### config.mk
export PLATFORM = sky130hd
export DESIGN_NAME = mem_access_unit
export DESIGN_NICKNAME = d
export VERILOG_FILES = /design/src/rtl/mem_access_unit_pkg.sv /design/src/rtl/mem_data_align.sv /design/src/rtl/mem_access_unit.sv
export SDC_FILE = /design/constraint.sdc
export NUM_CORES = 1
export LEC_CHECK = 0
export CORE_AREA = 2 2 155 157
export CTS_BUF_LIST = sky130_fd_sc_hd__clkbuf_2 sky130_fd_sc_hd__clkbuf_4 sky130_fd_sc_hd__clkbuf_8
export DETAILED_ROUTE_END_ITERATION = 16
export DIE_AREA = 0 0 157 159
export DONT_BUFFER_PORTS = 1
export PLACE_DENSITY = 0.67
export RECOVER_POWER = 50
export SETUP_SLACK_MARGIN = 0.05
export SKIP_CTS_REPAIR_TIMING = 1
export SYNTH_ARGS = -nofsm -noshare
export SYNTH_HDL_FRONTEND = slang
export SYNTH_SLANG_ARGS = --single-unit
export TNS_END_PERCENT = 100
### constraint.sdc
create_clock -name clk -period 7.1 [get_ports clk]
set_input_delay 0.355 -clock clk [delete_from_list [all_inputs] [get_ports clk]]
set_output_delay 0.355 -clock clk [all_outputs]
set_load 0.1 [all_outputs]
### src/rtl/mem_access_unit_pkg.sv
// Shared types and helpers for the MEM-stage load/store engine.
package mem_access_unit_pkg;

  localparam int MEM_LANES = 8;

  typedef logic [63:0] data_t;

  typedef enum logic [1:0] {
    MEM_B = 2'd0,
    MEM_H = 2'd1,
    MEM_W = 2'd2,
    MEM_D = 2'd3
  } mem_width_enum;

  typedef enum logic [1:0] {
    IDLE = 2'd0,
    REQ  = 2'd1,
    WAIT = 2'd2,
    DONE = 2'd3
  } mem_fsm_enum;

  // Byte-lane enables for an access of the given width starting at lane 0.
  function automatic logic [MEM_LANES-1:0] width_mask(input mem_width_enum w);
    logic [MEM_LANES-1:0] m;
    case (w)
      MEM_B:   m = 8'h01;
      MEM_H:   m = 8'h03;
      MEM_W:   m = 8'h0F;
      MEM_D:   m = 8'hFF;
      default: m = 8'h00;
    endcase
    return m;
  endfunction

  // Natural alignment check on the byte offset within the 8-byte word.
  function automatic logic is_aligned(input logic [2:0] off, input mem_width_enum w);
    logic ok;
    case (w)
      MEM_B:   ok = 1'b1;
      MEM_H:   ok = (off[0] == 1'b0);
      MEM_W:   ok = (off[1:0] == 2'b00);
      MEM_D:   ok = (off == 3'b000);
      default: ok = 1'b0;
    endcase
    return ok;
  endfunction

endpackage

### src/rtl/mem_data_align.sv
// Combinational lane steering: store mask/data placement, load extraction
// with sign/zero extension, and misalignment detection.
module mem_data_align
  import mem_access_unit_pkg::*;
(
  input  logic [2:0]     st_off,
  input  mem_width_enum  st_width,
  input  logic [63:0]    st_data,
  output logic [7:0]     st_wmask,
  output logic [63:0]    st_wdata,
  output logic           misaligned,
  input  logic [63:0]    ld_rdata,
  input  logic [2:0]     ld_off,
  input  mem_width_enum  ld_width,
  input  logic           ld_unsigned,
  output logic [63:0]    ld_result
);

  logic [63:0] ld_shifted;

  // Store side: place mask and data onto the lanes selected by the offset.
  always_comb begin
    st_wmask   = width_mask(st_width) << st_off;
    st_wdata   = st_data << {st_off, 3'b000};
    misaligned = ~is_aligned(st_off, st_width);
  end

  // Load side: bring the addressed bytes down to bit 0, then extend.
  always_comb begin
    ld_shifted = ld_rdata >> {ld_off, 3'b000};
    ld_result  = 64'd0;
    case (ld_width)
      MEM_B: begin
        if (ld_unsigned) ld_result = {56'd0, ld_shifted[7:0]};
        else             ld_result = {{56{ld_shifted[7]}}, ld_shifted[7:0]};
      end
      MEM_H: begin
        if (ld_unsigned) ld_result = {48'd0, ld_shifted[15:0]};
        else             ld_result = {{48{ld_shifted[15]}}, ld_shifted[15:0]};
      end
      MEM_W: begin
        if (ld_unsigned) ld_result = {32'd0, ld_shifted[31:0]};
        else             ld_result = {{32{ld_shifted[31]}}, ld_shifted[31:0]};
      end
      MEM_D:   ld_result = ld_shifted;
      default: ld_result = 64'd0;
    endcase
  end

endmodule

### src/rtl/mem_access_unit.sv
// MEM-stage load/store engine: one valid/ready request plus one response per
// access, stalling the pipeline until the result is available in DONE.
module mem_access_unit
  import mem_access_unit_pkg::*;
#(
  parameter int ADDR_W = 64,
  parameter int DATA_W = 64
) (
  input  logic              clk,
  input  logic              rst,
  input  logic              mem_valid,
  input  logic              re_mem,
  input  logic              we_mem,
  input  logic [ADDR_W-1:0] alu_res,
  input  logic [DATA_W-1:0] data_package,
  input  logic [1:0]        memdata_width,
  input  logic              mem_unsigned,
  output logic              mem_req_valid,
  input  logic              mem_req_ready,
  output logic [ADDR_W-1:0] mem_req_addr,
  output logic              mem_req_wen,
  output logic [DATA_W-1:0] mem_req_wdata,
  output logic [7:0]        mem_req_wmask,
  input  logic              mem_resp_valid,
  input  logic [DATA_W-1:0] mem_resp_rdata,
  output logic [DATA_W-1:0] mem_trunc,
  output logic              mem_stall,
  output logic              misalign
);

  mem_fsm_enum   state_r, state_next;
  mem_width_enum in_width;
  logic          start;
  logic          issue;
  logic          bad_align;
  logic [7:0]    lane_mask;
  logic [63:0]   lane_wdata;
  logic [63:0]   load_value;

  logic          req_valid_r;
  logic [ADDR_W-1:0] req_addr_r;
  logic          req_wen_r;
  logic [63:0]   req_wdata_r;
  logic [7:0]    req_wmask_r;
  logic [2:0]    off_r;
  mem_width_enum width_r;
  logic          unsigned_r;
  logic          load_r;
  logic [63:0]   trunc_r;

  assign in_width = mem_width_enum'(memdata_width);
  assign start    = mem_valid & (re_mem | we_mem);

  mem_data_align u_align (
    .st_off      (alu_res[2:0]),
    .st_width    (in_width),
    .st_data     (data_package),
    .st_wmask    (lane_mask),
    .st_wdata    (lane_wdata),
    .misaligned  (bad_align),
    .ld_rdata    (mem_resp_rdata),
    .ld_off      (off_r),
    .ld_width    (width_r),
    .ld_unsigned (unsigned_r),
    .ld_result   (load_value)
  );

  // Next-state, stall and misalignment pulse.
  always_comb begin
    state_next = state_r;
    mem_stall  = 1'b0;
    misalign   = 1'b0;
    issue      = 1'b0;
    case (state_r)
      IDLE: begin
        if (start) begin
          if (bad_align) begin
            misalign   = 1'b1;
            state_next = IDLE;
          end else begin
            mem_stall  = 1'b1;
            issue      = 1'b1;
            state_next = REQ;
          end
        end else begin
          state_next = IDLE;
        end
      end
      REQ: begin
        mem_stall = 1'b1;
        if (mem_req_ready) state_next = WAIT;
        else               state_next = REQ;
      end
      WAIT: begin
        mem_stall = 1'b1;
        if (mem_resp_valid) state_next = DONE;
        else                state_next = WAIT;
      end
      DONE:    state_next = IDLE;
      default: state_next = IDLE;
    endcase
  end

  // FSM state register.
  always_ff @(posedge clk or posedge rst) begin
    if (rst) state_r <= IDLE;
    else     state_r <= state_next;
  end

  // Request registers: captured once when an aligned access is issued.
  always_ff @(posedge clk or posedge rst) begin
    if (rst) begin
      req_valid_r <= 1'b0;
      req_addr_r  <= '0;
      req_wen_r   <= 1'b0;
      req_wdata_r <= 64'd0;
      req_wmask_r <= 8'd0;
      off_r       <= 3'd0;
      width_r     <= MEM_B;
      unsigned_r  <= 1'b0;
      load_r      <= 1'b0;
    end else begin
      req_valid_r <= (state_next == REQ);
      if (issue) begin
        req_addr_r  <= {alu_res[ADDR_W-1:3], 3'b000};
        req_wen_r   <= we_mem;
        req_wdata_r <= lane_wdata;
        req_wmask_r <= we_mem ? lane_mask : 8'd0;
        off_r       <= alu_res[2:0];
        width_r     <= in_width;
        unsigned_r  <= mem_unsigned;
        load_r      <= re_mem;
      end
    end
  end

  // Result register: updated only when the response arrives in WAIT.
  always_ff @(posedge clk or posedge rst) begin
    if (rst) begin
      trunc_r <= 64'd0;
    end else if (state_r == WAIT && mem_resp_valid) begin
      trunc_r <= load_r ? load_value : 64'd0;
    end
  end

  assign mem_req_valid = req_valid_r;
  assign mem_req_addr  = req_addr_r;
  assign mem_req_wen   = req_wen_r;
  assign mem_req_wdata = req_wdata_r;
  assign mem_req_wmask = req_wmask_r;
  assign mem_trunc     = trunc_r;

endmodule

==> summary.md <==
| Metric | Value |
|---|---|
| Worst-path clk slew | 0.06 ns |
| Final nets | 1450 |
| Clk sink count | 208 |
| Vias in the first global route | 9618 |
| Final Skew | 0.0212 ns |
| Total track usage | 30.2% |
| Failing checks | negative hold slack |
| Highest clock rate | 0.336 GHz |
| Pin count of the biggest net entering global routing | 132 |
| Die X-Extent | 157 um |
| Hold Slack | -0.00109 ns |
| CP Max Fanout | 3 |
| Synth Area per Inst | 9.76 um2 |
| Maximum VDD drop | 0.378 mV |
| Clock buffer depth | 3 |
| Vias per cell | 6.33 |
| Wire per inst | 25.2 um |
| I/O Pins | 406 |
| ANT cells | 0 |
| Max-Cap Viols | 0 |
| Final period util | 41.9% |
| Synth Warn # | 0 |
| Crit-path slowest cell | nor2_2 |
| Netlist Area Pre-Place | 12000 um2 |
| Ys flop type | dfrtp_1 |
| IO Port Bufs | 0 |
| Sequential cell area fraction in the yosys report | 43.5% |
| RSZ-0062 raised after global routing | no |
| Register area | 5210 um2 |
| Critical path capture point type | primary output |
| # H-tree levels | 2 |
| Filler cells | 1987 |
| Pleak | 5.98 nW |
| Pwr Density | 548 nW/um2 |
| Multi-input gate area | 6270 um2 |
| Remaining DRCs | 0 |
| Grt ovf | 0 |
| WP data arrival | 2.62 ns |
| Startpoint types | register |
| Post-DP HPWL | 27200 um |
| Ratio of cells with drive above 1 in the final layout | 12.5% |
| Power Total | 0.00740 W |
| CP max stage delay | 0.82 ns |
| Pre-CTS WS | 4.17 ns |
| Ys async rst share | 100% |
| CTS tree | built |
| # rows | 56 |
| Layout area overhead | 12.8% |
| Setup_tns | 0 ns |
| Distinct cells, synth | 52 |
| First-pass GRT wire length | 58200 um |
| Initial DRC count | 973 |
| Gp weighted congestion | 1.01 |
| Data required, critical path | 6.74 ns |
| Final min period | 2.98 ns |
| Hold violation count in the final report | 1 |
| Initial Utilization | 51.6% |
| Gate Count Post-Synth | 1227 |
| CTS buffer count | 37 |
| Die H | 159 um |
| Drt pass-1 iters | 7 |
| Final Max Tran Viols | 0 |
| Final setup fails | 0 |
| Final worst slack | 4.12 ns |
| Skew-Pair Late Insertion Delay | 0.53 ns |
| Slew HR | 25.6% |
| Synth Register Bits | 208 |
| Post-synth EDFFs | 0 |
| DRT Wirelength | 39900 um |
| Core area | 23200 um2 |
| Critical-path cell list | inv_1, ha_1, o211ai_1, a211oi_4, nor2_1, nor2_2 |
| Outcome | complete, but fails checks |
| CTS root buffer | clkbuf_8 |
| Worst slew pin tran | 1.12 ns |
| Antenna viol nets, final | 0 |
| Initial antenna violation count | 1 |
| DR vias | 10000 |
| Hold Crit Class | input pin to register |
| Kind of critical path | register to primary output |
| Die area | 25000 um2 |
## stage by stage
| step | util (%) | cell area [um2] | std cells | hold slack, ns |
|---|---|---|---|---|
| after floorplan | - | 12000 | 1229 | 0.460 |
| after global placement | 51.8 | 12000 | 1446 | 0.462 |
| after detailed placement | 51.8 | 12000 | 1446 | 0.456 |
| after CTS | 54.9 | 12700 | 1505 | -0.117 |
| after global routing | 58.2 | 13500 | 1583 | 0.000940 |
| final | 58.2 | 13500 | 1583 | -0.00109 |
## cells by family (layout without fill, tap and decap cells)
family	after synthesis	in the layout	synth area share [%]
buffers and inverters	124	159	4.62
muxes	168	168	19.1
and+or+nand+nor	431	431	14.9
AOI/OAI and AO/OA	291	291	17.5
other	1	3	0.0313
DFF	208	208	43.5
adders and majority gates	4	4	0.418
## worst max-delay path, delay by kind of cell, from the launching register on
kind / cells / cell delay (ns)
AND/OR/NAND/NOR: 2 / 0.90
buffers and inverters: 1 / 0.12
flip-flops: 1 / 0.41
AO/OA/AOI/OAI: 2 / 0.50
adder cells (fa/ha/maj): 1 / 0.18
## worst paths after layout
| kind | start | end | slack [ns] | cells past startpoint |
|---|---|---|---|---|
| worst max-delay path | state_r[1]$_DFF_PP0_ | mem_stall | 4.12 | 6 |
| worst max register to register | state_r[0]$_DFF_PP0_ | mem_req_addr[52]$_DFFE_PP0P_ | 4.14 | 7 |
| min in group asynchronous | rst | mem_req_addr[35]$_DFFE_PP0P_ | 0.51 | 2 |
| worst min-delay path | data_package[4] | mem_req_wdata[4]$_DFFE_PP0P_ | -0.001 | 2 |
| max in group asynchronous | rst | mem_trunc[57]$_DFFE_PP0P_ | 4.96 | 3 |
| worst min register to register | unsigned_r$_DFFE_PP0P_ | unsigned_r$_DFFE_PP0P_ | 0.57 | 2 |
## per-layer routing
metal  wire (um)  vias up  global-route usage (%)
met4        2120        2                    14.2
met3        4660      125                    12.2
met1       13500     4888                    34.1
met2       19600      536                    49.7
met5          13        -                       0
li1            -     4465                       -
## state kept, by name, indices dropped and copies added (netlist names)
register and cells:
mem_req_addr 61, load_r 1, unsigned_r 1, mem_req_wen 1, mem_req_wdata 64, mem_req_valid 1, state_r 2, mem_trunc 64
off_r 3, mem_req_wmask 8, width_r 2
## cell usage in the layout, fill, tap and decap left out, drive strengths merged, types with 3 or more instances in the layout
master / synthesis / routed
a21o: 4 / 4
inv: 7 / 9
a32oi: 48 / 48
a2bb2oi: 8 / 8
nor3: 3 / 3
a22oi: 17 / 17
nand3: 20 / 20
dlygate4sd3: 0 / 78
nand2b: 6 / 6
a211oi: 19 / 19
a31oi: 8 / 8
conb: 1 / 3
mux4: 48 / 48
o21ai: 64 / 64
and2: 12 / 12
nand2: 323 / 323
o2bb2ai: 9 / 9
o22ai: 22 / 22
nor2: 44 / 44
a221oi: 8 / 8
ha: 4 / 4
a21oi: 60 / 60
nand3b: 10 / 10
nor3b: 3 / 3
buf: 60 / 14
dfrtp: 208 / 208
clkinv: 1 / 6
clkbuf: 56 / 51
o31ai: 10 / 10
mux2i: 120 / 120
## cell type report
type | instances | area share (%)
timing repair buffer | 92 | 6.56
inverter | 8 | 0.278
multi-input combinational | 897 | 46.4
clock inverter | 8 | 0.537
clock buffer | 51 | 4.73
sequential | 208 | 38.6
tap | 319 | 2.95
## cell usage after synthesis (19+ instances only)
| library cell | instances | share of area (%) |
|---|---|---|
| nand2_1 | 323 | 10 |
| dfrtp_1 | 208 | 43 |
| mux2i_1 | 120 | 10 |
| o21ai_0 | 62 | 2.6 |
| a21oi_1 | 60 | 2.5 |
| clkbuf_1 | 56 | 1.8 |
| mux4_2 | 48 | 9.0 |
| nor2_1 | 44 | 1.4 |
| buf_2 | 34 | 1.4 |
| a32oi_1 | 28 | 2.0 |
| o22ai_1 | 22 | 1.1 |
| a32oi_2 | 20 | 2.7 |
| nand3_1 | 20 | 0.84 |
| a211oi_1 | 19 | 1.2 |
## where the power goes
part | total [W] | switching, W | leakage [nW] | internal, W
registers | 0.00472 | 0.00321 | 2.71 | 0.00151
logic | 0.00156 | 0.000927 | 2.89 | 0.000633
clock network | 0.00112 | 0.000507 | 0.384 | 0.000618
total | 0.00740 | 0.00464 | 5.98 | 0.00276
No activity file was read; power rests on OpenSTA's default activity.
